`config.mk`:
```
export PLATFORM = sky130hd
export DESIGN_NAME = demux_dispatcher
export DESIGN_NICKNAME = d
export VERILOG_FILES = /design/src/rtl/demux_dispatcher.sv
export SDC_FILE = /design/constraint.sdc
export NUM_CORES = 1
export LEC_CHECK = 0
export CAP_MARGIN = 20
export CORE_ASPECT_RATIO = 1.1
export CORE_MARGIN = 8
export CORE_UTILIZATION = 43
export CTS_CLUSTER_SIZE = 28
export DETAILED_ROUTE_END_ITERATION = 12
export GPL_TIMING_DRIVEN = 0
export HOLD_SLACK_MARGIN = 0.06
export PLACE_DENSITY = 0.86
export SLEW_MARGIN = 20
export SYNTH_ARGS = -nofsm -noshare
export SYNTH_HDL_FRONTEND = slang
export SYNTH_SLANG_ARGS = --single-unit
```
`constraint.sdc`:
```
create_clock -name clk -period 2.51 [get_ports clk]
set_clock_uncertainty 0.05 [all_clocks]
set_input_delay 0.3765 -clock clk [delete_from_list [all_inputs] [get_ports clk]]
set_output_delay 0.3765 -clock clk [all_outputs]
set_load 0.005 [all_outputs]
```
`src/rtl/demux_dispatcher.sv`:
```
// Routes input words to four single-entry channel buffers, either by explicit destination
// or round-robin, with a flush/drain sequence and an accepted-word counter.
module demux_dispatcher (
  input  logic       clk,
  input  logic       rst,
  input  logic [3:0] in_data,
  input  logic       in_valid,
  output logic       in_ready,
  input  logic [1:0] in_dest,
  input  logic       mode,
  input  logic       flush,
  output logic       flush_done,
  output logic [3:0] out_data0,
  output logic [3:0] out_data1,
  output logic [3:0] out_data2,
  output logic [3:0] out_data3,
  output logic [3:0] out_valid,
  input  logic [3:0] out_ready,
  output logic [7:0] accept_cnt
);

  typedef enum logic [1:0] {
    ST_RUN   = 2'd0,
    ST_DRAIN = 2'd1,
    ST_DONE  = 2'd2
  } state_e;

  state_e          state_q, state_d;
  logic [3:0][3:0] data_q, data_d;
  logic [3:0]      valid_q, valid_d;
  logic [1:0]      rr_ptr_q, rr_ptr_d;
  logic [7:0]      cnt_q, cnt_d;

  logic [3:0] avail_s;
  logic [7:0] avail_dbl_s;
  logic [3:0] avail_rot_s;
  logic [1:0] rr_off_s;
  logic [1:0] tgt_s;
  logic       tgt_ok_s;
  logic       accept_s;

  // Target selection: rotate availability so bit k means slot rr_ptr+k, then take the lowest.
  always_comb begin
    avail_s     = ~valid_q | out_ready;
    avail_dbl_s = {avail_s, avail_s} >> rr_ptr_q;
    avail_rot_s = avail_dbl_s[3:0];
    casez (avail_rot_s)
      4'b???1: rr_off_s = 2'd0;
      4'b??10: rr_off_s = 2'd1;
      4'b?100: rr_off_s = 2'd2;
      4'b1000: rr_off_s = 2'd3;
      default: rr_off_s = 2'd0;
    endcase
    if (mode == 1'b0) begin
      tgt_s    = in_dest;
      tgt_ok_s = avail_s[in_dest];
    end else begin
      tgt_s    = rr_ptr_q + rr_off_s;
      tgt_ok_s = |avail_rot_s;
    end
    in_ready = (state_q == ST_RUN) && tgt_ok_s;
    accept_s = in_valid && in_ready;
  end

  // Buffer, pointer and counter next-state: consume first, then a load may refill the slot.
  always_comb begin
    data_d   = data_q;
    valid_d  = valid_q & ~out_ready;
    rr_ptr_d = rr_ptr_q;
    cnt_d    = cnt_q;
    if (accept_s) begin
      valid_d[tgt_s] = 1'b1;
      data_d[tgt_s]  = in_data;
      cnt_d          = cnt_q + 8'd1;
      if (mode == 1'b1) begin
        rr_ptr_d = tgt_s + 2'd1;
      end else begin
        rr_ptr_d = rr_ptr_q;
      end
    end else begin
      cnt_d = cnt_q;
    end
  end

  // Flush sequencing; DRAIN waits on the registered valid vector.
  always_comb begin
    state_d = state_q;
    case (state_q)
      ST_RUN: begin
        if (flush) begin
          state_d = ST_DRAIN;
        end else begin
          state_d = ST_RUN;
        end
      end
      ST_DRAIN: begin
        if (valid_q == 4'b0000) begin
          state_d = ST_DONE;
        end else begin
          state_d = ST_DRAIN;
        end
      end
      ST_DONE: state_d = ST_RUN;
      default: state_d = ST_RUN;
    endcase
  end

  // State registers with synchronous reset.
  always_ff @(posedge clk) begin
    if (rst) begin
      state_q  <= ST_RUN;
      data_q   <= '0;
      valid_q  <= 4'b0000;
      rr_ptr_q <= 2'd0;
      cnt_q    <= 8'd0;
    end else begin
      state_q  <= state_d;
      data_q   <= data_d;
      valid_q  <= valid_d;
      rr_ptr_q <= rr_ptr_d;
      cnt_q    <= cnt_d;
    end
  end

  assign flush_done = (state_q == ST_DONE);
  assign out_valid  = valid_q;
  assign out_data0  = data_q[0];
  assign out_data1  = data_q[1];
  assign out_data2  = data_q[2];
  assign out_data3  = data_q[3];
  assign accept_cnt = cnt_q;

endmodule

```
## Word-level counts from Yosys, hierarchy flattened

Cells that the tools add are included.

- Bits of input ports: 15
- Logic and storage cells: 46
- Output and inout bits: 30
- Register bits after elaboration: 32

- Reduce and logical (&&, ||, !) cells: 7
- Bitwise gates (word level): 5
- Shift operators: 1
- Eq/ne operators: 5
- Add/subtract/negate cells: 3
- $lt $le $gt $ge: 3
- Mux-type cells: 14

Operators by type and width:

| cell | number |
|---|---|
| 16-bit bitwise mux | 1 |
| 8-bit by 1-bit adder with 8-bit output (second input constant) | 1 |
| 4-bit demux with 2-bit select | 1 |
| 4-bit 2-to-1 mux | 2 |
| 4-bit NOT | 2 |
| 4-bit bitwise OR | 2 |
| 8-bit by 2-bit >> shifter with 4-bit output | 1 |
| 2-bit by 3-bit < comparator with 1-bit output (second input constant) | 2 |
| 2-bit case mux with 3 select lines | 1 |
| 4-bit AND | 1 |
| 2-bit == test (second input constant) | 2 |
| 4-bit == test (second input constant) | 1 |
| 4-bit logical NOT | 1 |
| 1-bit 2-to-1 mux | 4 |
| 2-bit 2-to-1 mux | 2 |
| 2-bit case mux with 2 select lines | 1 |
| 4-bit OR reduction | 1 |
| 3-bit == test (second input constant) | 1 |
| 1-bit logical AND | 3 |
| 2-bit by 1-bit adder with 2-bit output (second input constant) | 1 |
| 2-bit adder | 1 |
| 1-bit binary-select mux with 2-bit select | 1 |
| 1-bit demux with 2-bit select | 1 |
| 2-bit by 1-bit == test with 1-bit output (second input constant) | 1 |
| 3 further kinds | 3 |

## Longest topological paths before layout

Gate-level depths: netlist (run 1).

- Word-level depth: 13
- Depth in mapped cells: 11
- Mapped depth without buffers: 11

## Least setup slack after synthesis (run 1)

OpenSTA, ideal clock, no wires.

- Path type: register to register
- From: register valid_q[1], in the netlist out_valid[1]
- To: register data_q (netlist bit out_data1[0])
- Required time: 2.332 ns
- Cell stages (with the launch flop): 12
- Clock period less this slack: 2.658 ns
- Arrival: 2.481 ns
- Buffers on the path: 0
- Library setup time: 0.128 ns
- Slack: -0.148 ns
- Path through: dfxtp_1 -> nor2b_1 -> nor3_1 -> a311oi_1 -> o21ai_0 -> ha_1 -> or4b_1 -> and3_1 -> ha_1 -> o211ai_4 -> mux2i_1 -> nor2_1

- Cells in the longest elaborated chain, start to end: 12
- Elaborated cells on any way between the ends: 21
- Those cells by class: 1 x add/sub; 2 x order compare; 3 x eq/ne; 1 x shift; 8 x mux; 2 x bitwise; 4 x reduce/logical

Ends and longest elaborated chain:

| what | line | text |
|---|---|---|
| start, declared | 30 | `logic [3:0] valid_q, valid_d;` |
| start signal, assigned | 119 | `valid_q <= valid_d;` |
| 4-bit NOT * | 44 | `avail_s = ~valid_q \| out_ready;` |
| 4-bit bitwise OR * | 44 |  |
| 8-bit by 2-bit >> shifter with 4-bit output | 45 | `avail_dbl_s = {avail_s, avail_s} >> rr_ptr_q;` |
| 4-bit == test (tied with other cells) | 47 | `casez (avail_rot_s)` |
| 2-bit case mux with 3 select lines | 47 |  |
| 2-bit adder | 58 | `tgt_s = rr_ptr_q + rr_off_s;` |
| 2-bit 2-to-1 mux | 54 | `if (mode == 1'b0) begin` |
| 2-bit by 3-bit < comparator with 1-bit output (not written as such) or 2-bit by 1-bit greater-or-equal comparator with 1-bit output (tied branches) | 73 | `data_d[tgt_s] = in_data;` |
| 1-bit logical AND (not written as such) | 73 |  |
| 4-bit 2-to-1 mux (not written as such) | 73 |  |
| 4-bit demux with 2-bit select | 73 |  |
| 16-bit bitwise mux | 73 |  |
| end signal, assigned | 118 | `data_q <= data_d;` |
| end, declared | 29 | `logic [3:0][3:0] data_q, data_d;` |

Every way passes the cells marked *; elsewhere a longest branch is shown, timed or not. The select of a mux whose other input is x is not followed.
A chain may end at the register's enable or synchronous reset.

## Worst setup path after layout (run 1)

- From: register valid_q[1], in the netlist out_valid[1]
- To: register data_q (netlist bit out_data1[3])

Same word-level chain as after synthesis.

==> results.ini, run 1 <==
[floorplan]
design.die.area_um2 = 6090
top_level_ports = 45
chipWidth_um = 75.1
die_h_um = 81.1
placementRows = 23
initial_core_util_pct = 45.3
core_um2 = 3650

[cts]
cts_tree = done
htree_levels = 2
cts-root-buf = clkbuf_8
cts_buffer_depth = 2
cts.sinks = 32
clkTransAtPathRegs_ns = 0.06
hold_buffers = 0
cts-buffers-inserted = 5
clk_latency_ns = 0.28

[routing]
antenna_left = 0
dr_wl_met2_um = 2190
drt-total-wl_um = 4370
drc = 0
first_pass_iters = 4
top_layer_used = met4
routedWlPerCell_um = 15.9
wl_met1_um = 1840
routed_via_density = 5.31
wl_met3_um = 251
drtIter0Drc = 84
vias = 1460

[synthesis]
netlist_instances = 164
synth_top_family_by_area = simple AND/OR/NAND/NOR gates
synth_edf_count = 0
syn_area_um2 = 1650
yosysWarningCount = 0
syn_area_per_cell_um2 = 10.1
yosys.area.top_type_share_pct = 38.7
synth_adder_area_share_pct = 4.54
ys_types = 44
synth_top_area_cell = dfxtp_1
synth_compound_area_share_pct = 19.5
synth_xor_area_share_pct = 1.59
yosysMostFrequentCell = dfxtp_1
synthMuxAreaShare_pct = 12.3
synth-simple-area-share_pct = 20.5
synthFlopType = dfxtp_1
synth_common_cells = 32 x dfxtp_1, 19 x nor2_1, 17 x mux2i_1
postSynth.asyncResetShare_pct = 0
synth_seq_cells = 32
ys_seq_area_share_pct = 38.7
netlist_top_cells_area = dfxtp_1 39%, mux2i_1 10%, o211ai_4 5.1%, ha_1 4.5%, nor2_1 4.3%
mappedNetlistNets = 185

[final_layout]
multiInputGateArea_um2 = 1030
area_delta_synth_final_pct = 47.0
layout-drive-gt1-share_pct = 24.4
num_antenna_cells = 0
fillers = 293
fin_nets = 245
regArea_um2 = 654

[grt]
grt_first_pass_wirelength_um = 7090
grt.overflow.total = 0
antenna_found_initial = 0
grt_pass1_vias = 1446
grt_max_degree = 11
grt_usage_pct = 15.0

[power_and_ir_drop]
power_mw = 1.30
peakVddDrop_mv = 0.481
pwr_density_cell_nw_per_um2 = 533
p_leak_nw = 0.988

[timing]
worst_slew_pin_slew_ns = 0.474
fin_tns_setup_ns = -0.298
min_period_ns = 2.55
grt_setup_unrepaired = yes
max_slew_margin_pct = 68.4
timing_hold_violations_final = 0
worst_slack_ns = -0.0423
drv_slew = 0
setup_violations = 9
fin_crit_sh_pct = 102
fmax_mhz = 392

[worst_setup_path]
ff2ff_setup_slack_ns = -0.04
cp_max_fo = 5
end_kind = register
crit_required_ns = 2.61
cp_data_arrival_time_ns = 2.66
start_kind = register
worstSetupPathType = register to register

[place]
dp_hpwl_um = 2970
gp_congestion = 0.810
numPortBuffers = 43

[status]
status = finished, violations left
violations = setup timing

[job]
cap_violations = 0

[worst_hold_path]
hold_path_class = register to register

-- where the power goes --
part	switching (mW)	internal, mW
Sequential	0.0215	0.533
Combinational	0.125	0.139
Clock	0.183	0.294
-- flip-flops by register name, indices dropped and copies added (netlist names) --
signal	cells
accept_cnt	8
out_data0	4
out_data1	4
out_data2	4
out_data3	4
out_valid	4
rr_ptr_q	2
state_q	2
-- what timing repair did --
| action | CTS | global route |
|---|---|---|
| gates resized for setup | 24 | 7 |
| pin swaps | 4 | 1 |
| setup buffers | 9 | 1 |
| endpoints found under the setup margin | 22 | 19 |
| hold endpoints to repair | 0 | 0 |
-- metrics by stage --
step	area (um^2)	hold WS (ns)	setup WS, ns	util [%]	cells
after floorplan	1670	0.409	0.0123	-	164
final	2430	0.442	-0.0423	66.5	275
after global placement	2170	0.420	-0.606	59.3	257
after detailed placement	2170	0.433	-0.625	59.3	257
after global routing	2430	0.469	-0.146	66.5	275
after CTS	2400	0.442	0.00248	65.7	274
-- worst paths after layout --
check | startpoint | end | depth (start not counted)
hold reg to reg | accept_cnt[7]$_SDFFE_PP0P_ | accept_cnt[7]$_SDFFE_PP0P_ | 2
setup / recovery | out_valid[1]$_SDFF_PP0_ | out_data1[3]$_SDFFE_PP0P_ | 11
hold / removal | accept_cnt[7]$_SDFFE_PP0P_ | accept_cnt[7]$_SDFFE_PP0P_ | 2
setup reg to reg | out_valid[1]$_SDFF_PP0_ | out_data1[3]$_SDFFE_PP0P_ | 11
-- cell usage in the layout (no fill, tap or decap), types with 5 or more instances in the layout --
cell type	synthesis	routed
o21ai_1	4	5
clkdlybuf4s50_1	0	37
clkbuf_1	5	5
mux2i_1	17	17
nor2_1	19	19
a21oi_1	14	14
buf_4	1	11
clkbuf_8	0	6
dfxtp_1	32	27
-- final cells by class --
| cell class | instances | area share [%] |
|---|---|---|
| inverter | 1 | 0.154 |
| multi-input combinational | 123 | 42.5 |
| clock inverter | 2 | 1.44 |
| sequential | 32 | 26.9 |
| timing repair buffer | 53 | 20.9 |
| tap | 50 | 2.57 |
| buffer | 8 | 2.52 |
| clock buffer | 6 | 2.99 |
-- worst max-delay path, cell delays in order (launching register included) --
cell      delay [ns]
dfxtp_4         0.36
nor2b_4         0.19
nor3_2          0.06
a311oi_1        0.20
o21ai_1         0.11
ha_2            0.18
or4b_4          0.52
and3_4          0.19
ha_4            0.16
o211ai_4        0.13
mux2i_1         0.22
nor2_1          0.05
-- cells by family (layout without fill, tap and decap cells) --
| family | count (synthesis) | count (layout) |
|---|---|---|
| buffers and inverters | 9 | 70 |
| AOI/OAI and AO/OA | 38 | 38 |
| adders and majority gates | 6 | 6 |
| muxes | 19 | 19 |
| DFF | 32 | 32 |
| and+or+nand+nor | 57 | 57 |
| xor gates and xnor gates | 3 | 3 |
-- routing by layer --
metal	vias to the layer above	global-route usage (%)
met3	9	5.67
met5	-	0
met1	692	17.0
li1	723	-
met4	0	5.00
met2	36	25.1
Power figures use the tool's default switching activity.
==> run 2: changes to the inputs <==
--- a/config.mk
+++ b/config.mk
@@ -8,12 +8,13 @@
 export CAP_MARGIN = 20
 export CORE_ASPECT_RATIO = 1.1
 export CORE_MARGIN = 8
-export CORE_UTILIZATION = 43
+export CORE_UTILIZATION = 45
+export CTS_BUF_LIST = sky130_fd_sc_hd__clkbuf_4
 export CTS_CLUSTER_SIZE = 28
 export DETAILED_ROUTE_END_ITERATION = 12
 export GPL_TIMING_DRIVEN = 0
 export HOLD_SLACK_MARGIN = 0.06
-export PLACE_DENSITY = 0.86
+export PLACE_DENSITY = 0.89
 export SLEW_MARGIN = 20
 export SYNTH_ARGS = -nofsm -noshare
 export SYNTH_HDL_FRONTEND = slang
==> run 2 against run 1 <==
  * The flow still finishes with violations (setup timing)
  * Maximum frequency rose by 0.38%
  * Worst hold slack improved by 0.011 ns
  * Global-route usage rose by 0.67 points
  * Routed wire length shrank 0.96%
  * Combinational power rose by 3%
  * Final area fell by 2.0%
  * Sequential power about the same
  * Highest routed layer unchanged
==> results.ini, run 2 (synthesis results as in run 1) <==
[place]
dp_hpwl_um = 2960  ; -0.39%
numPortBuffers = 43  ; unchanged
dp_slack_ns = -0.694  ; -0.0684 ns
gp_congestion = 0.818  ; +0.94%

[floorplan]
placementRows = 23  ; unchanged
top_level_ports = 45  ; unchanged
die_h_um = 79.6  ; -1.8%
design.die.area_um2 = 5870  ; -3.5%
core_um2 = 3600  ; -1.6%
initial_core_util_pct = 46.0  ; +0.72 points
chipWidth_um = 73.8  ; -1.8%

[worst_hold_path]
hold_path_class = register to register
holdPathStages = 2  ; unchanged
holdPathEnd = out_data3[1]$_SDFFE_PP0P_
hp-start = out_data3[1]$_SDFFE_PP0P_

[timing]
holdWs_ns = 0.453  ; +0.0110 ns
timing_hold_violations_final = 0  ; unchanged
grt_setup_unrepaired = yes
max_slew_margin_pct = 66.5  ; -1.9 points
setup_violations = 8  ; -1
drv_slew = 0  ; unchanged
fmax_mhz = 393  ; +0.38%
min_period_ns = 2.54  ; -0.00974 ns
fin_crit_sh_pct = 101  ; -0.39 points
worst_slew_pin_slew_ns = 0.503  ; +0.0288 ns
worst_slack_ns = -0.0326  ; +0.00974 ns

[cts]
cts-buffers-inserted = 5  ; unchanged
hold_buffers = 0  ; unchanged
htree_levels = 2  ; unchanged
cts.sinks = 32  ; unchanged
cts-root-buf = clkbuf_4
cts_tree = done
clkTransAtPathRegs_ns = 0.09  ; +0.03 ns
cts_buffer_depth = 2  ; unchanged
clk_latency_ns = 0.32  ; +0.04 ns

[power_and_ir_drop]
peakVddDrop_mv = 0.406  ; -16%
switching_share_pct = 28.3  ; +2.9 points
pwr_density_cell_nw_per_um2 = 461  ; -14%
p_leak_nw = 0.967  ; -2.1%
switchingPower_mw = 0.311  ; -5.6%
power_frac_seq_pct = 50.4  ; +7.6 points
p_int_mw = 0.787  ; -19%
combinationalPowerShare_pct = 24.8  ; +4.4 points
clockPowerShare_pct = 24.8  ; -12 points

[final_layout]
fin_nets = 246  ; +0.41%
final_common_cell = clkdlybuf4s50_1
area_delta_synth_final_pct = 44.0
final_cell_mix = 37 x clkdlybuf4s50_1, 27 x dfxtp_1, 19 x nor2_1
num_antenna_cells = 0  ; unchanged
fillers = 284  ; -3.1%
largest_reg_flops = 8  ; unchanged
layout-drive-gt1-share_pct = 24.9  ; +0.44 points

[routing]
drt-total-wl_um = 4330  ; -0.96%
antenna_left = 0  ; unchanged
drc = 0  ; unchanged
first_pass_iters = 4  ; unchanged
drtIter0Drc = 92  ; +9.5%
routedWlPerCell_um = 15.7  ; -0.96%
vias = 1484  ; +1.6%
routed_via_density = 5.40  ; +1.6%

[status]
status = finished, violations left
violations = setup timing

[worst_setup_path]
crit_start = out_ready[1]
start_kind = input pin
reg2reg_depth = 11  ; unchanged
worstSetupPathType = input pin to register
r2r-start = out_valid[1]$_SDFF_PP0_
end_kind = register
cp_max_fo = 5  ; unchanged
worst_r2r_endpoint = out_data0[2]$_SDFFE_PP0P_
ff2ff_setup_slack_ns = -0.01  ; +0.03 ns
cp_data_arrival_time_ns = 2.70  ; +0.04 ns
crit_required_ns = 2.67  ; +0.06 ns

[grt]
busiest_layer = met2
grt.overflow.total = 0  ; unchanged
grt_use_met3_pct = 5.28  ; -0.39 points
grt_use_met2_pct = 25.6  ; +0.56 points
antenna_found_initial = 0  ; unchanged
grtUsageMet1_pct = 17.4  ; +0.42 points
grt_pass1_vias = 1507  ; +4.2%
grt_max_degree = 11  ; unchanged
grt_first_pass_wirelength_um = 7230  ; +2.0%
grt_usage_pct = 15.6  ; +0.67 points

[job]
cap_violations = 0  ; unchanged

-- run 2: timing repair --
item	in CTS	in global routing
endpoints found under the setup margin	22	17
hold endpoints to repair	0	0
gates cloned	0	0
pin swaps	5	5
buffers inserted	8	3
resized for setup	22	8
-- run 2: worst max-delay path, cell delays in order --
cell,delay [ns]
dlygate4sd2_1,0.28
and4bb_2,0.33
nor4_1,0.05
a21oi_1,0.11
o21ai_1,0.09
ha_2,0.18
or4b_4,0.51
and3_4,0.19
ha_4,0.16
o211ai_4,0.12
mux2i_1,0.23
nor2_1,0.05
-- run 2: cell type report --
type / count / area (um^2) / share of cell area [%]
Buffer: 8 / 56.3 / 2.36
Clock buffer: 6 / 45.0 / 1.89
Clock inverter: 1 / 5.00 / 0.210
Inverter: 1 / 3.75 / 0.158
Multi-Input combinational cell: 123 / 1040 / 43.8
Sequential cell: 32 / 657 / 27.6
Tap cell: 50 / 62.6 / 2.63
Timing Repair Buffer: 54 / 509 / 21.4
-- run 2: how the worst max path moves through the flow --
stage	to	slack [ns]
floorplan	out_data1[0]$_SDFFE_PP0P_	0.01
global placement	out_data1[1]$_SDFFE_PP0P_	-0.61
detailed placement	out_data0[2]$_SDFFE_PP0P_	-0.69
CTS	out_data0[2]$_SDFFE_PP0P_	-0.04
global route	out_data1[0]$_SDFFE_PP0P_	-0.14
finish	out_data0[2]$_SDFFE_PP0P_	-0.03
-- run 2: metal layers --
layer / wire (um) / vias up
li1: - / 727
met1: 1730 / 700
met2: 2190 / 45
met3: 274 / 12
met4: 131 / 0
met5: 0 / -
-- run 2: power groups by stage --
| stage | clock network, mW | logic [mW] | registers (mW) |
|---|---|---|---|
| after global routing | 0.314 | 0.294 | 0.558 |
| after CTS | 0.283 | 0.265 | 0.555 |
| final | 0.272 | 0.272 | 0.554 |
| after detailed placement | 0 | 0.246 | 0.568 |
| after global placement | 0 | 0.238 | 0.567 |
| after floorplan | 0 | 0.143 | 0.566 |
-- run 2: stage by stage --
step           util (%)  cells  instance area, um^2  power [mW]  setup TNS, ns
3_5_place_dp       60.2    257                 2170       0.813         -12.91
6_report           66.2    275                 2380        1.10         -0.189
5_1_grt            66.2    275                 2380        1.17          -1.53
3_3_place_gp       60.2    257                 2170       0.805         -11.37
2_1_floorplan         -    164                 1670       0.708              0
4_1_cts            65.1    272                 2340        1.10         -0.265
